===== config.mk =====
export PLATFORM = sky130hd
export DESIGN_NAME = vga_mem_arbiter_flat
export DESIGN_NICKNAME = d
export VERILOG_FILES = /design/src/rtl/vga_mem_arbiter_if.sv /design/src/rtl/vga_mem_arbiter.sv /design/src/flat_wrapper.sv
export SDC_FILE = /design/constraint.sdc
export NUM_CORES = 1
export LEC_CHECK = 0
export ABC_AREA = 1
export BUFFER_PORTS_ARGS = -buffer_cell sky130_fd_sc_hd__buf_2
export CORE_MARGIN = 2
export CORE_UTILIZATION = 30
export DETAILED_ROUTE_END_ITERATION = 10
export GPL_ROUTABILITY_DRIVEN = 0
export SLEW_MARGIN = 25
export SYNTH_ARGS = -nofsm -noshare
export SYNTH_HDL_FRONTEND = slang
export SYNTH_SLANG_ARGS = --single-unit

===== constraint.sdc =====
create_clock -name clk -period 8.2 [get_ports clk]
set_input_delay 2.46 -clock clk [delete_from_list [all_inputs] [get_ports clk]]
set_output_delay 2.46 -clock clk [all_outputs]
set_load 0.01 [all_outputs]

===== src/rtl/vga_mem_arbiter_if.sv =====
// Bundle of the VGA fetch, CPU load/store and block-RAM signals around the arbiter.
// slave: arbiter view; master: the surrounding requesters and memory.
interface vga_mem_arbiter_if #(
  parameter int ADDR_W = 16,
  parameter int DATA_W = 16
);
  // VGA glyph-address fetch path
  logic              vga_req;
  logic [ADDR_W-1:0] vga_addr;
  logic [DATA_W-1:0] vga_rdata;
  logic              vga_valid;
  logic              vga_overrun;
  // CPU load/store port
  logic              cpu_req;
  logic              cpu_we;
  logic [ADDR_W-1:0] cpu_addr;
  logic [DATA_W-1:0] cpu_wdata;
  logic [DATA_W-1:0] cpu_rdata;
  logic              cpu_ack;
  // Block RAM port
  logic [ADDR_W-1:0] mem_addr;
  logic [DATA_W-1:0] mem_wdata;
  logic              mem_we;
  logic [DATA_W-1:0] mem_rdata;

  modport slave (
    input  vga_req, vga_addr,
    output vga_rdata, vga_valid, vga_overrun,
    input  cpu_req, cpu_we, cpu_addr, cpu_wdata,
    output cpu_rdata, cpu_ack,
    output mem_addr, mem_wdata, mem_we,
    input  mem_rdata
  );

  modport master (
    output vga_req, vga_addr,
    input  vga_rdata, vga_valid, vga_overrun,
    output cpu_req, cpu_we, cpu_addr, cpu_wdata,
    input  cpu_rdata, cpu_ack,
    input  mem_addr, mem_wdata, mem_we,
    output mem_rdata
  );
endinterface


===== src/rtl/vga_mem_arbiter.sv =====
// Shares one synchronous-read memory port between the VGA fetch path
// (high priority, deferrable by one cycle) and the CPU load/store port
// (starvation-protected by a saturating wait counter).
module vga_mem_arbiter #(
  parameter int ADDR_W   = 16,
  parameter int DATA_W   = 16,
  parameter int MAX_WAIT = 4
) (
  input  logic             clk,
  input  logic             reset,
  vga_mem_arbiter_if.slave bus
);

  typedef enum logic [1:0] {ST_IDLE, ST_RD1, ST_RD2, ST_WR} state_t;
  typedef enum logic [1:0] {TAG_NONE, TAG_VGA, TAG_CPU} tag_t;

  localparam logic [3:0] MAX_WAIT_C = 4'(MAX_WAIT);

  state_t            state_q;
  tag_t              tag0_q, tag1_q;
  logic [3:0]        wait_q, wait_d;
  logic              pend_q, pend_d;
  logic [ADDR_W-1:0] pend_addr_q, pend_addr_d;
  logic              overrun_q, overrun_d;
  logic [ADDR_W-1:0] mem_addr_q;
  logic [DATA_W-1:0] mem_wdata_q;
  logic              mem_we_q;
  logic [DATA_W-1:0] vga_rdata_q, cpu_rdata_q;
  logic              vga_valid_q, cpu_ack_q;

  logic cpu_can, grant_force, grant_pend, grant_new, grant_cpu, cpu_grant, vga_grant;

  // Grant decision for this edge, highest priority first.
  always_comb begin
    cpu_can     = bus.cpu_req && (state_q == ST_IDLE);
    grant_force = cpu_can && (wait_q == MAX_WAIT_C);
    grant_pend  = !grant_force && pend_q;
    grant_new   = !grant_force && !pend_q && bus.vga_req;
    grant_cpu   = !grant_force && !pend_q && !bus.vga_req && cpu_can;
    cpu_grant   = grant_force || grant_cpu;
    vga_grant   = grant_pend || grant_new;
  end

  // Next values for the VGA deferral slot, overrun flag and starvation counter.
  always_comb begin
    pend_d      = pend_q;
    pend_addr_d = pend_addr_q;
    overrun_d   = overrun_q;
    if (grant_pend) begin
      // A request arriving while the slot drains takes its place.
      pend_d = bus.vga_req;
      if (bus.vga_req) pend_addr_d = bus.vga_addr;
    end else if (grant_force && bus.vga_req) begin
      if (pend_q) begin
        overrun_d = 1'b1;
      end else begin
        pend_d      = 1'b1;
        pend_addr_d = bus.vga_addr;
      end
    end

    if (!bus.cpu_req || cpu_grant) begin
      wait_d = '0;
    end else if (cpu_can && (wait_q != MAX_WAIT_C)) begin
      wait_d = wait_q + 4'd1;
    end else begin
      wait_d = wait_q;
    end
  end

  // Memory port registers, deferral slot and read-return tag pipeline.
  always_ff @(posedge clk or posedge reset) begin
    if (reset) begin
      pend_q      <= 1'b0;
      pend_addr_q <= '0;
      overrun_q   <= 1'b0;
      wait_q      <= '0;
      mem_addr_q  <= '0;
      mem_wdata_q <= '0;
      mem_we_q    <= 1'b0;
      tag0_q      <= TAG_NONE;
      tag1_q      <= TAG_NONE;
      vga_rdata_q <= '0;
      vga_valid_q <= 1'b0;
      cpu_rdata_q <= '0;
    end else begin
      pend_q      <= pend_d;
      pend_addr_q <= pend_addr_d;
      overrun_q   <= overrun_d;
      wait_q      <= wait_d;
      mem_we_q    <= 1'b0;
      if (vga_grant) begin
        mem_addr_q <= grant_pend ? pend_addr_q : bus.vga_addr;
      end else if (cpu_grant) begin
        mem_addr_q  <= bus.cpu_addr;
        mem_wdata_q <= bus.cpu_wdata;
        mem_we_q    <= bus.cpu_we;
      end
      if (vga_grant)                    tag0_q <= TAG_VGA;
      else if (cpu_grant && !bus.cpu_we) tag0_q <= TAG_CPU;
      else                              tag0_q <= TAG_NONE;
      tag1_q      <= tag0_q;
      vga_valid_q <= (tag1_q == TAG_VGA);
      if (tag1_q == TAG_VGA) vga_rdata_q <= bus.mem_rdata;
      if (tag1_q == TAG_CPU) cpu_rdata_q <= bus.mem_rdata;
    end
  end

  // CPU transaction sequencing; cpu_ack pulses on the return to idle.
  always_ff @(posedge clk or posedge reset) begin
    if (reset) begin
      state_q   <= ST_IDLE;
      cpu_ack_q <= 1'b0;
    end else begin
      cpu_ack_q <= 1'b0;
      case (state_q)
        ST_IDLE: if (cpu_grant) state_q <= bus.cpu_we ? ST_WR : ST_RD1;
        ST_RD1:  state_q <= ST_RD2;
        ST_RD2: begin
          state_q   <= ST_IDLE;
          cpu_ack_q <= 1'b1;
        end
        ST_WR: begin
          state_q   <= ST_IDLE;
          cpu_ack_q <= 1'b1;
        end
        default: state_q <= ST_IDLE;
      endcase
    end
  end

  assign bus.mem_addr    = mem_addr_q;
  assign bus.mem_wdata   = mem_wdata_q;
  assign bus.mem_we      = mem_we_q;
  assign bus.vga_rdata   = vga_rdata_q;
  assign bus.vga_valid   = vga_valid_q;
  assign bus.vga_overrun = overrun_q;
  assign bus.cpu_rdata   = cpu_rdata_q;
  assign bus.cpu_ack     = cpu_ack_q;

endmodule


===== src/flat_wrapper.sv =====
// flat-port wrapper written by rule: the top's interface ports become plain ports
module vga_mem_arbiter_flat 
#(
  parameter int ADDR_W   = 16,
  parameter int DATA_W   = 16,
  parameter int MAX_WAIT = 4
)
  (clk, reset, bus_vga_req, bus_vga_addr, bus_vga_rdata, bus_vga_valid, bus_vga_overrun, bus_cpu_req, bus_cpu_we, bus_cpu_addr, bus_cpu_wdata, bus_cpu_rdata, bus_cpu_ack, bus_mem_addr, bus_mem_wdata, bus_mem_we, bus_mem_rdata);
  vga_mem_arbiter_if #(.ADDR_W(ADDR_W), .DATA_W(DATA_W)) bus_i ();
  input  logic clk;
  input  logic reset;
  input wire logic [$bits(bus_i.vga_req)-1:0] bus_vga_req;
  input wire logic [$bits(bus_i.vga_addr)-1:0] bus_vga_addr;
  output wire logic [$bits(bus_i.vga_rdata)-1:0] bus_vga_rdata;
  output wire logic [$bits(bus_i.vga_valid)-1:0] bus_vga_valid;
  output wire logic [$bits(bus_i.vga_overrun)-1:0] bus_vga_overrun;
  input wire logic [$bits(bus_i.cpu_req)-1:0] bus_cpu_req;
  input wire logic [$bits(bus_i.cpu_we)-1:0] bus_cpu_we;
  input wire logic [$bits(bus_i.cpu_addr)-1:0] bus_cpu_addr;
  input wire logic [$bits(bus_i.cpu_wdata)-1:0] bus_cpu_wdata;
  output wire logic [$bits(bus_i.cpu_rdata)-1:0] bus_cpu_rdata;
  output wire logic [$bits(bus_i.cpu_ack)-1:0] bus_cpu_ack;
  output wire logic [$bits(bus_i.mem_addr)-1:0] bus_mem_addr;
  output wire logic [$bits(bus_i.mem_wdata)-1:0] bus_mem_wdata;
  output wire logic [$bits(bus_i.mem_we)-1:0] bus_mem_we;
  input wire logic [$bits(bus_i.mem_rdata)-1:0] bus_mem_rdata;
  assign bus_i.vga_req = bus_vga_req;
  assign bus_i.vga_addr = bus_vga_addr;
  assign bus_vga_rdata = bus_i.vga_rdata;
  assign bus_vga_valid = bus_i.vga_valid;
  assign bus_vga_overrun = bus_i.vga_overrun;
  assign bus_i.cpu_req = bus_cpu_req;
  assign bus_i.cpu_we = bus_cpu_we;
  assign bus_i.cpu_addr = bus_cpu_addr;
  assign bus_i.cpu_wdata = bus_cpu_wdata;
  assign bus_cpu_rdata = bus_i.cpu_rdata;
  assign bus_cpu_ack = bus_i.cpu_ack;
  assign bus_mem_addr = bus_i.mem_addr;
  assign bus_mem_wdata = bus_i.mem_wdata;
  assign bus_mem_we = bus_i.mem_we;
  assign bus_i.mem_rdata = bus_mem_rdata;
  vga_mem_arbiter #(.ADDR_W(ADDR_W), .DATA_W(DATA_W), .MAX_WAIT(MAX_WAIT)) u_core (.clk(clk), .reset(reset), .bus(bus_i));
endmodule

==> metrics.cfg <==
[run_status]
run_status=complete, no violations

[global_routing]
antenna_found_initial=0
grt_pass1_vias=3298
grt_max_degree=63
grt_pass1_wl_um=16300
grt-ovfl-total=0
grt_use_total_pct=14.1

[sta]
worst_slew_pin_slew_ps=935
rsz0062_at_grt=no
setup_ws_ps=4030
finalCritPeriodShare_pct=50.8
tns_ps=0
skew_ps=7.74
period_minus_slack_ps=4170
hold_viol=0
setup_viol=0
relSlewSlack_pct=37.5
max_freq_mhz=240
drv_slew=0

[critical_path]
cp_slowest_cell=nor2_4
worst_ep_arrival_time_ps=4430
cp_max_fo=33
crit_path_frequent_cell=nand2_1
crit_chain=buf_2 -> nor2_4 -> inv_2 -> nand2_1 -> nand2_1 -> inv_2 -> nand2_1 -> a21oi_1
cp.depth=8
cp_top_family=simple AND/OR/NAND/NOR gates
crit_path_end=u_core.state_q[1]$_DFFE_PP0P_
worst-path-buf-inv=3
r2r-end=u_core.state_q[1]$_DFFE_PP0P_
worstSetupStartpointType=input pin
timing.critical_path.to_type=register
r2r_start=u_core.pend_q$_DFFE_PP0P_
max_stage_delay_ps=550
rr_worst_depth=7
startpoint=bus_vga_req
critical_path_required_ps=8460
reg2reg_slack_ps=5770
crit_type=input pin to register

[route]
routed_wirelength_um=10100
antenna_left=0
detail_route.wl_per_cell_um=13.0
num_vias=3431
dr.pass1.iters=4
via_per_inst=4.38
drt_iter0_markers=322
drcViolationCount=0

[clock_network]
h-tree-depth=3
cts_tree=yes
clkTransAtPathRegs_ps=60
post_cts_resize_count=0
clock_sinks=95
cts_root_buf=clkbuf_16
post_cts.repair.setup_buffers=0
ctsHoldBuffers=0
cts_made_buffers=9
clock_latency_ps=340
cts_buffer_depth=2

[power]
powerDensity_nw_per_um2=254
p_leak_uw=0.00287
vdd_drop_max_uv=92.5

[synth]
synth.distinct_cells=25
yosysSeqAreaShare_pct=57.8
synth-edff-count=0
syn_area_um2=4120
synth.yosys.warnings=0
synthArstFlopShare_pct=100
synthesis.nets=548
synth-main-ff-cell=dfrtp_1
ys_ff_latch=95
synthCells=477
syn-mean-instance-area_um2=8.63

[floorplanning]
ioPinCount=137
core_area_um2=13300
start_util_pct=30.8
fp.dieArea_um2=14700
num_rows=42
die_h_um=121
die_x_um=121

[placement]
placedInstanceArea_um2=4910
port_buffers=136
hpwl_um=7250
dp_slack_ps=3670

[run]
drv_cap=0

[layout]
antennaDiodeCount=0
design_area_um2=5220
area_delta_synth_final_pct=26.8
nNetsFinal=673
drive_above_1_share_pct=29.0

[hold_path]
hold_class=register to register

## metrics by stage
| step | power (µW) | utilization (%) | hold WS [ps] | cells |
|---|---|---|---|---|
| floorplan | 786 | - | 331 | 477 |
| detailed placement | 907 | 36.8 | 342 | 767 |
| global route | 1410 | 39.1 | 376 | 783 |
| finish | 1330 | 39.1 | 357 | 783 |
| global placement | 896 | 36.7 | 337 | 767 |
| CTS | 1340 | 39.1 | 353 | 783 |
## sequential cells by signal, indices dropped and copies added (netlist names), 2 cells and up
register and flops:
u_core.wait_q 4, u_core.bus.mem_addr 16, u_core.pend_addr_q 16, u_core.bus.cpu_rdata 16, u_core.state_q 2, u_core.bus.vga_rdata 16, u_core.bus.mem_wdata 16, u_core.tag1_q 2
u_core.tag0_q 2
## how the worst min path moves through the flow
stage | startpoint | to | slack, ps | depth (start not counted)
finish | u_core.tag0_q[0]$_DFF_PP0_ | u_core.tag1_q[0]$_DFF_PP0_ | 360 | 0
global route | u_core.tag0_q[1]$_DFF_PP0_ | u_core.tag1_q[1]$_DFF_PP0_ | 380 | 0
CTS | u_core.tag0_q[0]$_DFF_PP0_ | u_core.tag1_q[0]$_DFF_PP0_ | 350 | 0
detailed placement | u_core.tag0_q[0]$_DFF_PP0_ | u_core.tag1_q[0]$_DFF_PP0_ | 340 | 0
global placement | u_core.tag0_q[0]$_DFF_PP0_ | u_core.tag1_q[0]$_DFF_PP0_ | 340 | 0
floorplan | u_core.tag0_q[0]$_DFF_PP0_ | u_core.tag1_q[0]$_DFF_PP0_ | 330 | 0
## cell type report
class / instances / area, µm²
fill: 1388 / 8130
clock inverter: 5 / 56.3
clock buffer: 11 / 253
timing repair buffer: 137 / 688
sequential: 95 / 2380
multi-input combinational: 312 / 1450
tap: 176 / 220
inverter: 47 / 179
## cells in the mapped netlist (3+ instances only)
library cell,n,share of area [%]
nand2_1,174,16
dfrtp_1,95,58
inv_1,41,3.7
a21oi_1,34,4.1
o21ai_0,34,4.1
nand3b_1,16,2.9
o21ai_1,16,1.9
clkbuf_1,11,1.0
or2_1,8,1.2
or2_2,8,1.2
inv_2,6,0.55
nor2_1,6,0.55
buf_2,5,0.61
buf_4,4,0.73
nand2_2,3,0.46
nand3_1,3,0.36
## worst register-to-register path: stages (launching register included)
cell and delay, ps:
dfrtp_1 460, nor2_4 600, inv_2 80, nand2_1 90
nand2_1 410, inv_2 450, nand2_1 120, a21oi_1 140
## power by group
part           internal [µW]  leakage (µW)  total, µW  switching [µW]
Sequential               571       0.00117        620            49.4
Clock                    252      0.000152        430             177
Combinational            114       0.00155        275             161
## kinds of logic after synthesis
| family | after synthesis | share of synthesized area (%) |
|---|---|---|
| fa+ha+maj | 2 | 0.608 |
| flops | 95 | 57.8 |
| simple gates | 224 | 23.7 |
| xor+xnor | 1 | 0.213 |
| buf+inv | 70 | 7.26 |
| compound gates | 85 | 10.4 |
## placed cells by master, fill, tap and decap left out, types with 8 or more instances in the layout
| master | count |
|---|---|
| a21oi_1 | 34 |
| buf_2 | 136 |
| clkbuf_16 | 9 |
| dfrtp_1 | 95 |
| inv_1 | 40 |
| nand2_1 | 174 |
| nand3b_1 | 16 |
| o21ai_0 | 34 |
| o21ai_1 | 16 |
| or2_1 | 8 |
| or2_2 | 8 |
## per-layer routing
| metal | track usage, % | wire length, µm |
|---|---|---|
| met1 | 19.5 | 4900 |
| met4 | 5.82 | 172 |
| met2 | 21.3 | 4520 |
| met5 | 0 | 0 |
| met3 | 3.01 | 558 |
(Power assumes the default switching activity.)
